<file path="src/rtl/seq_gain_multiplier_if.sv">
// rtl/seq_gain_multiplier_if.sv - operand/result handshake bundle for the sequential gain multiplier
interface seq_gain_multiplier_if #(
  parameter int DATA_W = 16,
  parameter int COEF_W = 16
);
  logic              in_valid;
  logic              in_ready;
  logic [DATA_W-1:0] sample_in;
  logic [COEF_W-1:0] gain_in;
  logic              out_valid;
  logic              out_ready;
  logic [DATA_W-1:0] result_out;
  logic              saturated;
  logic              busy;

  modport master (
    output in_valid, sample_in, gain_in, out_ready,
    input  in_ready, out_valid, result_out, saturated, busy
  );

  modport slave (
    input  in_valid, sample_in, gain_in, out_ready,
    output in_ready, out_valid, result_out, saturated, busy
  );
endinterface

</file>
<file path="src/rtl/seq_gain_multiplier.sv">
// rtl/seq_gain_multiplier.sv - shift-add multiplier applying an unsigned fixed-point gain to a signed sample
// One gain bit per clock, round half toward +inf, saturate to DATA_W; zero operands bypass the loop.
module seq_gain_multiplier #(
  parameter int DATA_W    = 16,
  parameter int COEF_W    = 16,
  parameter int FRAC_BITS = 8
) (
  input  logic                  clk,
  input  logic                  rst,
  seq_gain_multiplier_if.slave  bus
);
  localparam int ACC_W = DATA_W + COEF_W + 1;
  localparam int CNT_W = $clog2(COEF_W + 1);
  localparam logic [CNT_W-1:0]        LAST_BIT = CNT_W'(COEF_W - 1);
  localparam logic signed [ACC_W-1:0] RND_HALF = (ACC_W'(1) << FRAC_BITS) >> 1;
  localparam logic signed [ACC_W-1:0] SAT_MAX  = {{(ACC_W-DATA_W+1){1'b0}}, {(DATA_W-1){1'b1}}};
  localparam logic signed [ACC_W-1:0] SAT_MIN  = {{(ACC_W-DATA_W+1){1'b1}}, {(DATA_W-1){1'b0}}};

  typedef enum logic [1:0] {S_IDLE, S_MULT, S_ROUND, S_DONE} state_t;

  state_t                   r_state, w_next;
  logic signed [ACC_W-1:0]  r_acc, r_mcand;
  logic [COEF_W-1:0]        r_gain;
  logic [CNT_W-1:0]         r_cnt;
  logic [DATA_W-1:0]        r_result;
  logic                     r_sat;
  logic signed [ACC_W-1:0]  w_sum, w_shift;
  logic                     w_xfer, w_zero, w_hi, w_lo;
  logic                     w_in_ready, w_out_valid, w_busy;

  assign w_xfer  = bus.in_valid && w_in_ready;
  assign w_zero  = (bus.sample_in == '0) || (bus.gain_in == '0);
  assign w_sum   = r_acc + RND_HALF;
  assign w_shift = w_sum >>> FRAC_BITS;
  assign w_hi    = w_shift > SAT_MAX;
  assign w_lo    = w_shift < SAT_MIN;

  always_ff @(posedge clk or posedge rst) begin
    if (rst) r_state <= S_IDLE;
    else     r_state <= w_next;
  end

  always_comb begin
    w_next = r_state;
    case (r_state)
      S_IDLE:  if (w_xfer) w_next = w_zero ? S_DONE : S_MULT;
      S_MULT:  if (r_cnt == LAST_BIT) w_next = S_ROUND;
      S_ROUND: w_next = S_DONE;
      S_DONE:  if (bus.out_ready) w_next = S_IDLE;
      default: w_next = S_IDLE;
    endcase
  end

  always_comb begin
    w_in_ready  = 1'b0;
    w_out_valid = 1'b0;
    w_busy      = 1'b1;
    case (r_state)
      S_IDLE: begin
        w_in_ready = 1'b1;
        w_busy     = 1'b0;
      end
      S_DONE:  w_out_valid = 1'b1;
      default: ;
    endcase
  end

  // Multiplicand shifts left and gain shifts right each step, so bit 0 always selects the partial product.
  always_ff @(posedge clk or posedge rst) begin
    if (rst) begin
      r_acc    <= '0;
      r_mcand  <= '0;
      r_gain   <= '0;
      r_cnt    <= '0;
      r_result <= '0;
      r_sat    <= 1'b0;
    end else begin
      case (r_state)
        S_IDLE: begin
          if (w_xfer) begin
            if (w_zero) begin
              r_result <= '0;
              r_sat    <= 1'b0;
            end else begin
              r_acc   <= '0;
              r_mcand <= {{(ACC_W-DATA_W){bus.sample_in[DATA_W-1]}}, bus.sample_in};
              r_gain  <= bus.gain_in;
              r_cnt   <= '0;
            end
          end
        end
        S_MULT: begin
          if (r_gain[0]) r_acc <= r_acc + r_mcand;
          r_mcand <= r_mcand <<< 1;
          r_gain  <= r_gain >> 1;
          r_cnt   <= r_cnt + CNT_W'(1);
        end
        S_ROUND: begin
          if (w_hi)      r_result <= {1'b0, {(DATA_W-1){1'b1}}};
          else if (w_lo) r_result <= {1'b1, {(DATA_W-1){1'b0}}};
          else           r_result <= w_shift[DATA_W-1:0];
          r_sat <= w_hi || w_lo;
        end
        default: ;
      endcase
    end
  end

  assign bus.in_ready   = w_in_ready;
  assign bus.out_valid  = w_out_valid;
  assign bus.busy       = w_busy;
  assign bus.result_out = r_result;
  assign bus.saturated  = r_sat;
endmodule

</file>
<file path="src/flat_wrapper.sv">
// flat-port wrapper written by rule: the top's interface ports become plain ports
module seq_gain_multiplier_flat 
#(
  parameter int DATA_W    = 16,
  parameter int COEF_W    = 16,
  parameter int FRAC_BITS = 8
)
  (clk, rst, bus_in_valid, bus_sample_in, bus_gain_in, bus_out_ready, bus_in_ready, bus_out_valid, bus_result_out, bus_saturated, bus_busy);
  seq_gain_multiplier_if #(.DATA_W(DATA_W), .COEF_W(COEF_W)) bus_i ();
  input  logic clk;
  input  logic rst;
  input wire logic [$bits(bus_i.in_valid)-1:0] bus_in_valid;
  input wire logic [$bits(bus_i.sample_in)-1:0] bus_sample_in;
  input wire logic [$bits(bus_i.gain_in)-1:0] bus_gain_in;
  input wire logic [$bits(bus_i.out_ready)-1:0] bus_out_ready;
  output wire logic [$bits(bus_i.in_ready)-1:0] bus_in_ready;
  output wire logic [$bits(bus_i.out_valid)-1:0] bus_out_valid;
  output wire logic [$bits(bus_i.result_out)-1:0] bus_result_out;
  output wire logic [$bits(bus_i.saturated)-1:0] bus_saturated;
  output wire logic [$bits(bus_i.busy)-1:0] bus_busy;
  assign bus_i.in_valid = bus_in_valid;
  assign bus_i.sample_in = bus_sample_in;
  assign bus_i.gain_in = bus_gain_in;
  assign bus_i.out_ready = bus_out_ready;
  assign bus_in_ready = bus_i.in_ready;
  assign bus_out_valid = bus_i.out_valid;
  assign bus_result_out = bus_i.result_out;
  assign bus_saturated = bus_i.saturated;
  assign bus_busy = bus_i.busy;
  seq_gain_multiplier #(.DATA_W(DATA_W), .COEF_W(COEF_W), .FRAC_BITS(FRAC_BITS)) u_core (.clk(clk), .rst(rst), .bus(bus_i));
endmodule
</file>
<file path="config.mk">
export PLATFORM = sky130hd
export DESIGN_NAME = seq_gain_multiplier_flat
export DESIGN_NICKNAME = d
export VERILOG_FILES = /design/src/rtl/seq_gain_multiplier_if.sv /design/src/rtl/seq_gain_multiplier.sv /design/src/flat_wrapper.sv
export SDC_FILE = /design/constraint.sdc
export NUM_CORES = 1
export LEC_CHECK = 0
export CAP_MARGIN = 20
export CORE_MARGIN = 2
export CORE_UTILIZATION = 35
export CTS_CLUSTER_SIZE = 8
export DETAILED_ROUTE_END_ITERATION = 8
export GPL_TIMING_DRIVEN = 0
export PLACE_DENSITY = 0.58
export SYNTH_ARGS = -nofsm -noshare
export SYNTH_HDL_FRONTEND = slang
export SYNTH_SLANG_ARGS = --single-unit
export TNS_END_PERCENT = 30
</file>
<file path="constraint.sdc">
create_clock -name clk -period 7.6 [get_ports clk]
set_input_delay 1.14 -clock clk [delete_from_list [all_inputs] [get_ports clk]]
set_output_delay 1.14 -clock clk [all_outputs]
set_load 0.01 [all_outputs]
</file>
## Word-level counts from Yosys, hierarchy flattened

Index checks and enable logic that the tools add are counted.

- Logic and storage cells: 63
- RAM bits: 0
- ROM bits: 0
- Input bits: 36
- Memories: 0
- Bits in registers: 106
- Output and inout bits: 20
- Latch bits: 0

- Add/sub/neg operators: 3
- Div/mod/pow operators: 0
- Reductions and logical operators: 12
- Order comparisons: 2
- Bitwise logic cells: 0
- Multipliers: 0
- Shift operators: 0
- Equal/unequal tests: 10
- Multiplexer cells: 29

Operator list:

| operator | number |
|---|---|
| $mux 33 | 5 |
| $pmux 33 s2 | 2 |
| $mux 16 | 6 |
| $pmux 16 s2 | 2 |
| $add 33x33->33 | 1 |
| $add 33x9->33 const B | 1 |
| $logic_not 16->1 | 2 |
| $gt 25x16->1 const B | 1 |
| $lt 25x16->1 const B | 1 |
| $mux 5 | 2 |
| $pmux 5 s2 | 1 |
| $reduce_and 3->1 | 3 |
| $mux 2 | 4 |
| $ne 2x1->1 const B | 4 |
| $pmux 2 s4 | 1 |
| $add 5x1->5 const B | 1 |
| $eq 5x4->1 const B | 1 |
| $mux 1 | 5 |
| $eq 2x2->1 const B | 2 |
| $ne 2x2->1 const B | 2 |
| $reduce_and 4->1 | 1 |
| $reduce_bool 2->1 | 2 |
| $eq 2x1->1 const B | 1 |
| $logic_not 2->1 | 1 |
| other kinds (3) | 4 |

## Longest topological paths before layout

- Depth after elaboration: 5
- Mapped depth: 12
- Mapped depth without buffers: 12

## Worst setup path after synthesis

OpenSTA, ideal clock, no wires.

- Path kind: input to register
- Start point: input port bus_sample_in[12]
- End point: register u_core.r_acc[6]
- Slack: 4.635 ns
- Required time: 7.464 ns
- Library setup time: 0.136 ns
- Data arrival time: 2.829 ns
- Buffers on the path: 2
- Cell stages on the path: 10
- Cell sequence: nor4_1 > and4_1 > a41oi_1 > nand2_1 > nor2_1 > a21oi_1 > a21o_1 > clkbuf_1 > clkbuf_1 > o21ai_0

- Word-level cells in the longest chain between the ends: 4

Ends and longest elaborated chain:

| what | RTL line | RTL |
|---|---|---|
| start, declared | flat_wrapper.sv:13 | `input wire logic [$bits(bus_i.sample_in)-1:0] bus_sample_in;` |
| $logic_not 16->1 | seq_gain_multiplier.sv:32 | `assign w_zero = (bus.sample_in == '0) \|\| (bus.gain_in == '0);` |
| $logic_or 1x1->1 | seq_gain_multiplier.sv:32 |  |
| $ne 2x2->1 (no source line) | n/a |  |
| $reduce_and 4->1 (no source line) | n/a |  |
| end signal, assigned | seq_gain_multiplier.sv:93 | `if (r_gain[0]) r_acc <= r_acc + r_mcand;` |
| end, declared | seq_gain_multiplier.sv:22 | `logic signed [ACC_W-1:0] r_acc, r_mcand;` |

Every way passes these cells.
A chain may end at the register's enable or synchronous reset.

## Final worst setup path

- Start point: input port bus_sample_in[12]
- End point: register u_core.r_acc[4]

The elaborated chain is that of the path after synthesis.

==> metrics.txt <==
status=finished clean; Top Ports=56; CP required=roughly 7.9 ns; largest net degree at the start of global routing=68; TritonCTS clock tree=done; number of port buffers=55; clk_skew=around 0.014 ns; sequential area share after synthesis=0.402; Yosys reg bits=approximately 110; Int Pwr=~1800 µW; Slew @ Worst Pin=0.855 ns; Fillers=1895; top sig layer=met4; post-cts sizing count=0; CTS buffer count=9; clock-pin slew on the worst setup and hold paths=about 0.07 ns; number of diodes=0; RSZ-0062 raised after global routing=false; leakage=around 0.0034 µW; FFs w/ async S/R, synth=1.00; maxcap violations=0; max frequency=about 0.23 GHz; Setup Viol. Count Final=0; Reg power frac=0.326; first-pass GRT wire length=between 20000 and 30000 µm; Hold Crit Class=reg2reg; gpl congestion=between 0.8 and 0.9; DRT met1 WL=between 8000 and 9000 µm; crit path kind=in2reg; vias per cell=~5.4; CP arrival=about 4.6 ns; Bufs on Longest Clock Path=2; post-route setup TNS=0 ns; die width=approximately 140 µm; Slew HR=0.430; CTS sink cnt=around 110; Post-synth EDFFs=0; post-synth cell types=63; Starting Density=0.354; switching portion of total power=0.449; routed length per instance=around 16 µm; Post-route DRC=0; layout cells sized above 1=0.0400; CTS Root Cell=clkbuf_16; CP startpoint kind=primary input; post-synthesis cell area=between 6000 and 7000 µm²; total number of vias=around 5.7k; final hold vios=0; YS warnings=0; Post-Synthesis Cells=between 700 and 800; nets@finish=a little under 900; clock group share of total power=0.155; Power Dens Cells=roughly 410 nW/µm²; CTS Hold Bufs=0; Core Area=between 15000 and 20000 µm²; vias in the first global route=between 5k and 6k; area of the die=20000 µm²; post-place setup slack=around 2.8 ns; H-tree levels=3; met3 routed WL=approximately 560 µm; DRT iter0 DRCs=approximately 320; Total GRT Usage=0.180; initial antenna violation count=0; Syn Area/Cell=8.79 µm²; syn_nets=828; most common cell after layout, fill and taps aside=nand2_1; DR pass1 iterations=5; CP max FO=10; Die Ht=approximately 140 µm; most frequent cells in the layout=nand2_1, dfrtp_1, o21ai_0; setup bufs post-CTS=0; routed wire length=~17000 µm; Site Rows=50; Top FF cell, synth=dfrtp_1; P_sw=about 1400 µW; Tcrit/Tclk final=0.565; final worst slack=roughly 3.3 ns; DRT antenna net count=0; Area growth, synth to finish=17.9%; GR Overflow Total=0; Skew-Pair Late Insertion Delay=0.36 ns; final slew viol count=0; combinational cell fraction of total power=0.520; post-detail-place hpwl=12900 µm; CP endpoint kind=register; fin crit period=about 4.3 ns; Peak VDD IR=between 0.15 and 0.2 mV; met2 wire len=slightly below 8000 µm
-- layout make-up --
class	instances	area [µm²]	area share
clock buffers	10	239	0.0307
multi-input cells	590	3730	0.479
inverters	25	96.3	0.0124
plain buffers	31	129	0.0165
flip-flops and latches	106	2650	0.340
clock inverters	6	72.6	0.00931
well taps	234	293	0.0376
repair buffers	56	578	0.0742
-- sequential cells by signal (all words and copies together) (netlist names) --
register,flops
u_core.r_acc,33
u_core.r_mcand,33
u_core.r_gain,16
u_core.r_cnt,5
u_core.bus.result_out,16
u_core.r_state,2
u_core.bus.saturated,1
-- power groups by stage --
stage | Clock [µW] | Combinational, µW | Sequential [µW]
global route | 531 | 1910 | 1090
global placement | 0 | 1660 | 1050
detailed placement | 0 | 1680 | 1060
CTS | 515 | 1690 | 1050
finish | 498 | 1670 | 1050
floorplan | 0 | 1210 | 1000
-- metal layers --
metal  vias up  global-route usage
li1       2848                   -
met1      2723               0.247
met2        96               0.294
met3        19              0.0310
met4         0              0.0511
met5         -                   0
-- per-stage QoR --
stage               instance area (µm²)  total power (µW)  hold WS, ns  instances   util
CTS                                7790              3250        0.487       1058  0.418
floorplan                          6610              2210        0.450        752      -
detailed placement                 7480              2740        0.471       1042  0.401
global route                       7790              3520        0.504       1058  0.418
global placement                   7450              2710        0.462       1041  0.400
finish                             7790              3220        0.483       1058  0.418
-- kinds of logic (layout without fill, tap and decap cells) --
kind of cell             after synthesis  after routing  share of synthesized area
AO/OA/AOI/OAI                        235            235                      0.214
buffers and inverters                 56            128                     0.0337
AND/OR/NAND/NOR                      245            245                      0.175
multiplexers                          30             30                     0.0456
XOR/XNOR                              40             40                     0.0530
adder cells (fa/ha/maj)               40             40                     0.0769
flip-flops                           106            106                      0.402
-- path summary, 6_finish.rpt --
check	start	to	slack, ns	cells past startpoint
hold reg to reg	u_core.bus.result_out[15]	u_core.bus.result_out[15]	0.48	2
max in group asynchronous	rst	u_core.r_mcand[31]	5.68	3
setup reg to reg	u_core.r_mcand[0]	u_core.r_acc[32]	4.25	12
hold / removal	u_core.bus.result_out[15]	u_core.bus.result_out[15]	0.48	2
setup / recovery	bus_sample_in[12]	u_core.r_acc[4]	3.31	12
min in group asynchronous	rst	u_core.r_acc[11]	1.18	2
-- worst max-delay path, stage by stage --
cell	delay, ns
clkdlybuf4s50_1	0.43
nor4_1	0.53
and4_1	0.26
a41oi_1	0.07
nand2_1	0.23
nor2_1	0.06
a21oi_1	0.46
a21o_1	0.13
clkbuf_1	0.48
clkbuf_1	0.57
nand2_1	0.10
o21ai_0	0.10
-- cells in the mapped netlist (all sizes together) (5+ instances only) --
cell type	n	area share
nand3	20	0.016
nor3	7	0.0053
clkbuf	25	0.014
nor4	13	0.016
a22o	6	0.0080
ha	39	0.074
xnor2	23	0.030
and3	5	0.0055
or3	6	0.0057
o21ai	100	0.076
o21bai	7	0.0080
nand4	8	0.0095
a211oi	6	0.0068
buf	6	0.0053
mux2i	29	0.044
a22oi	14	0.016
inv	24	0.014
a21o	11	0.013
nor2	33	0.019
nor2b	7	0.0066
nand2	129	0.073
a21oi	56	0.042
dfrtp	106	0.40
o211ai	7	0.0080
xor2	17	0.023
nand2b	6	0.0057
a31oi	5	0.0047
(Power assumes the default switching activity.)
